## src/rtl/fetch_pkg.sv

```systemverilog
// fetch_pkg: shared state encoding and widths for the instruction fetch stage
package fetch_pkg;
  localparam int ADDR_W = 32;
  localparam int INSTR_W = 32;
  localparam int OFFSET_W = 16;
  localparam logic [ADDR_W-1:0] PC_STEP = 32'd4;
  typedef enum logic [1:0] {S_IDLE, S_REQ, S_EXEC, S_ERR} state_t;
endpackage

```

## src/rtl/fetch_pc_next.sv

```systemverilog
// fetch_pc_next: sequential or jump-relative next pc from a signed word offset
module fetch_pc_next
  import fetch_pkg::*;
(
  input  logic [ADDR_W-1:0]   pc,
  input  logic                jump,
  input  logic [OFFSET_W-1:0] jump_offset,
  output logic [ADDR_W-1:0]   next_pc
);
  logic [ADDR_W-1:0] off_bytes;
  // word offset sign-extended and scaled to bytes; the sum wraps mod 2^32
  assign off_bytes = {{(ADDR_W-OFFSET_W-2){jump_offset[OFFSET_W-1]}}, jump_offset, 2'b00};
  assign next_pc = pc + PC_STEP + (jump ? off_bytes : '0);
endmodule

```

## src/rtl/instr_fetch.sv

```systemverilog
// instr_fetch: pc register, req/valid instruction fetch and timeout watchdog
module instr_fetch
  import fetch_pkg::*;
#(
  parameter logic [ADDR_W-1:0] RESET_PC = 32'h0000_0000,
  parameter int                TIMEOUT  = 16
) (
  input  logic                clk,
  input  logic                rst_n,
  output logic                imem_req,
  output logic [ADDR_W-1:0]   imem_addr,
  input  logic [INSTR_W-1:0]  imem_rdata,
  input  logic                imem_valid,
  output logic [INSTR_W-1:0]  instruction,
  output logic                instr_valid,
  output logic [ADDR_W-1:0]   pc,
  input  logic                jump,
  input  logic [OFFSET_W-1:0] jump_offset,
  input  logic                stall,
  output logic                fetch_err
);
  localparam int CW = $clog2(TIMEOUT + 1);
  state_t state, state_nx;
  logic [CW-1:0] cnt, cnt_nx;
  logic [ADDR_W-1:0] pc_nx, pc_seq;
  logic [INSTR_W-1:0] instr_nx;
  fetch_pc_next u_pc_next (
    .pc(pc),
    .jump(jump),
    .jump_offset(jump_offset),
    .next_pc(pc_seq)
  );
  // state, wait counter, pc and captured instruction
  always_ff @(posedge clk or negedge rst_n) begin
    if (!rst_n) begin
      state <= S_IDLE;
      cnt <= '0;
      pc <= RESET_PC;
      instruction <= '0;
    end else begin
      state <= state_nx;
      cnt <= cnt_nx;
      pc <= pc_nx;
      instruction <= instr_nx;
    end
  end
  // fetch sequencing: request until valid or timeout, then execute until unstalled
  always_comb begin
    state_nx = state;
    cnt_nx = cnt;
    pc_nx = pc;
    instr_nx = instruction;
    case (state)
      S_IDLE: state_nx = S_REQ;
      S_REQ:
        if (imem_valid) begin
          instr_nx = imem_rdata;
          cnt_nx = '0;
          state_nx = S_EXEC;
        end else if (cnt == CW'(TIMEOUT - 1)) state_nx = S_ERR;
        else cnt_nx = cnt + 1'b1;
      S_EXEC:
        if (!stall) begin
          pc_nx = pc_seq;
          state_nx = S_REQ;
        end
      default: state_nx = S_ERR;
    endcase
  end
  assign imem_req = state == S_REQ;
  assign imem_addr = pc;
  assign instr_valid = state == S_EXEC;
  assign fetch_err = state == S_ERR;
endmodule

```

## config.mk

```make
export PLATFORM = sky130hd
export DESIGN_NAME = instr_fetch
export DESIGN_NICKNAME = d
export VERILOG_FILES = /design/src/rtl/fetch_pkg.sv /design/src/rtl/fetch_pc_next.sv /design/src/rtl/instr_fetch.sv
export SDC_FILE = /design/constraint.sdc
export NUM_CORES = 1
export LEC_CHECK = 0
export CAP_MARGIN = 5
export CORE_UTILIZATION = 50
export CTS_CLUSTER_DIAMETER = 100
export DETAILED_ROUTE_END_ITERATION = 6
export PLACE_DENSITY = 0.84
export SYNTH_ARGS = -nofsm -noshare
export SYNTH_HDL_FRONTEND = slang
export SYNTH_SLANG_ARGS = --single-unit
export TNS_END_PERCENT = 10
```

## constraint.sdc

```tcl
create_clock -name clk -period 5.9 [get_ports clk]
set_input_delay 1.77 -clock clk [delete_from_list [all_inputs] [get_ports clk]]
set_output_delay 1.77 -clock clk [all_outputs]
set_load 0.02 [all_outputs]
```

==> run summary <==
Status - completed
Clock Latency Late Sink - 0.36 ns
Final net count - 750
Worst IR Drop VDD - 0.2607 mV
Critical path's largest stage delay - 0.77 ns
Initial core utilization - 51.68%
Post_cts resized - 0
Worst R2R End - imem_addr[24]
Clock tree from TritonCTS - yes
Cells after Synth - 540
Post-layout util - 67.80%
# H-tree levels - 3
Setup total negative slack - 0 ns
Total clock sinks - 69
Post-CTS setup buffers - 0
Root Buffer Master - clkbuf_8
FF-to-FF setup slack - 2.92 ns
Clock-pin slew on the worst setup and hold paths - 0.08 ns
Most frequent cells in the layout - 146 x clkdlybuf4s50_1, 69 x dfrtp_1, 57 x nand2_1
First-pass GRT wire length - 21.49 mm
Family with the most delay on the worst path - buffers and inverters
Multi-input gate area - 2972 um2
Sequential cell area - 1727 um2
RSZ-0062 raised after global routing - no
Die height - 102.7 um
Vias per std cell - 5.637
Crit path to - imem_addr[27]
Max Cap Violations - 0
CTS max path bufs - 2
Mean Syn Cell Area - 9.398 um2
Crit-path max FO - 15
Layout cells sized above 1 - 10.69%
Endpoints failing setup - 0
Core Box Area - 9819 um2
P&R area growth vs syn - 31.19%
GP Congestion - 0.8848
Worst path cell trace - clkdlybuf4s50_1 > buf_4 > and2_1 > ha_1 > ha_1 > fa_1 > a21o_4 > a31oi_4 > o31a_1 > or4_4 > a211oi_1 > or4_1 > nand3_1
WP data arrival - 5.28 ns
Commonest non-fill, non-tap cell in the layout - clkdlybuf4s50_1
IO buf count - 147
Cell mode on critical path - ha_1
Post-Place Cells - 773
Most common flop cell mapped by yosys - dfrtp_1
Vias in the first global route - 4561
Vias - 4442
Boundary Pins - 152
Max-slew violations - 0
Sequential area share after synthesis - 34.02%
DRT Pass-1 Iters - 6
Clk_skew - 0.008337 ns
Hpwl dp - 9.908 mm
Wire per inst - 16.50 um
Worst Path Required - 6.20 ns
Die X - 102.7 um
Worst r2r path cells - 9
Total congestion overflow - 0
Startpoint Class - input pin
Number of library cell types mapped by synthesis - 64
Number of synthesized flops with an enable pin - 0
Largest net degree at the start of global routing - 43
Mapped cell area - 5075 um2
DIE AREA - 10560 um2
Final Non-Filler Cells - 788
Total global-route track usage - 26.32%
Final Cycle Share - 84.43%
Worst path slowest cell - clkdlybuf4s50_1
Fill cells - 802
Final ANT Viol Nets - 0
P per Cell Area - 492.8 nW/um2
Hold WC Path Type - reg2reg
Slew HR - 34.18%
Fmax - 200.8 MHz
Hold-fix buffers, CTS - 0
Async SR Flop Fraction - 100.0%
Minimum clock period - 4.981 ns
Yosys warns - 0
N_diodes - 0
Lkg Pwr - 0.002998 uW
Worst path bufs/invs - 2
Worst reg2reg path startpoint - imem_addr[11]
Site Rows - 36
Seq cells post-synth - 69
Initial antenna violation count - 0
Crit path capture type - flip-flop
CP Class - in2reg
Routed WL - 13.00 mm
Slew @ Worst Pin - 0.9872 ns
Drt initial violations - 210
Path length in cells of the critical path - 13
Drt drc - 0
CTS buffer count - 9
Crit. Startpoint - jump
Hold Vio Cnt, Final - 0
## logic make-up after synthesis
group,Yosys count,synth area share [%]
AO/OA/AOI/OAI,125,17.48
buffers and inverters,67,7.643
adder cells (fa/ha/maj),46,11.49
AND/OR/NAND/NOR,168,16.64
XOR/XNOR,31,5.350
multiplexers,33,7.298
flip-flops,69,34.02
other,1,0.07389
## report_power, final
part	switching, uW	internal (uW)
sequential	193	670
clock	200	279
combinational	1020	918
## sequential cells by signal, indices dropped and copies added (netlist names)
name and count:
state 2, cnt 5, instruction 32, imem_addr 30
## cells in the mapped netlist, types with 2 or more instances
cell	count	share of area, %
a211o_1	3	0.52
a21boi_0	3	0.44
a21o_1	11	1.6
a21oi_1	29	2.9
a221o_1	2	0.39
a22oi_1	2	0.30
and2_1	18	2.2
and3_1	19	2.3
buf_1	3	0.22
buf_4	34	5.0
clkbuf_1	18	1.3
dfrtp_1	69	34
ha_1	45	11
inv_1	10	0.74
mux2_2	32	7.1
nand2_1	57	4.2
nand2b_1	6	0.74
nand3_1	16	1.6
nand3b_1	2	0.30
nand4_1	5	0.62
nor2_1	21	1.6
nor2b_1	4	0.49
nor3_1	8	0.79
nor3b_1	2	0.30
nor4_1	2	0.25
o2111a_1	2	0.44
o211ai_1	4	0.59
o211ai_2	2	0.49
o21a_1	3	0.44
o21ai_0	35	3.5
o21bai_1	3	0.44
o31a_1	2	0.35
o31ai_1	5	0.74
o41ai_1	2	0.35
or2_2	2	0.25
or4_1	2	0.30
xnor2_1	20	3.5
xor2_1	11	1.9
## cell type report
type                       count  share of cell area (%)
tap                          133                   2.500
multi-input combinational    407                   44.63
clock inverter                 6                   1.691
timing repair buffer         154                   22.82
inverter                      10                  0.5638
sequential                    69                   25.94
clock buffer                   9                   1.861
## worst min-delay path by stage
stage                 endpoint  depth (start not counted)  slack, ns       startpoint
5_1_grt        instruction[23]                          1       0.52  instruction[23]
3_5_place_dp    instruction[8]                          1       0.49   instruction[8]
3_3_place_gp            cnt[4]                          2       0.48           cnt[4]
2_1_floorplan           cnt[4]                          2       0.47           cnt[4]
6_report       instruction[18]                          1       0.51  instruction[18]
4_1_cts        instruction[18]                          1       0.51  instruction[18]
## per-layer routing
| layer | track usage, % | share of wire (%) |
|---|---|---|
| met1 | 30.08 | 40 |
| met4 | 13.22 | 3.1 |
| met5 | 0 | 0 |
| met3 | 8.475 | 9.7 |
| met2 | 44.36 | 48 |
## worst reg2reg max path, cell delays in order (launching register included)
cell and delay [ns]:
dfrtp_1 0.41, ha_1 0.30, ha_1 0.40, a21oi_2 0.19
nor2_1 0.09, a2111oi_4 0.44, a21oi_4 0.15, o41ai_4 0.44
o21ai_0 0.13, a221o_1 0.32
## stage by stage
step | cell area [um2] | hold slack, ns | setup WS, ns | power [uW]
final | 6658 | 0.5092 | 0.9189 | 3281
after global routing | 6658 | 0.5199 | 0.7115 | 3501
after CTS | 6658 | 0.5087 | 0.9170 | 3294
after detailed placement | 6421 | 0.4930 | 0.5400 | 2805
after global placement | 6421 | 0.4832 | 0.6300 | 2741
after floorplan | 5086 | 0.4675 | 1.342 | 2100
(Power assumes the default switching activity.)
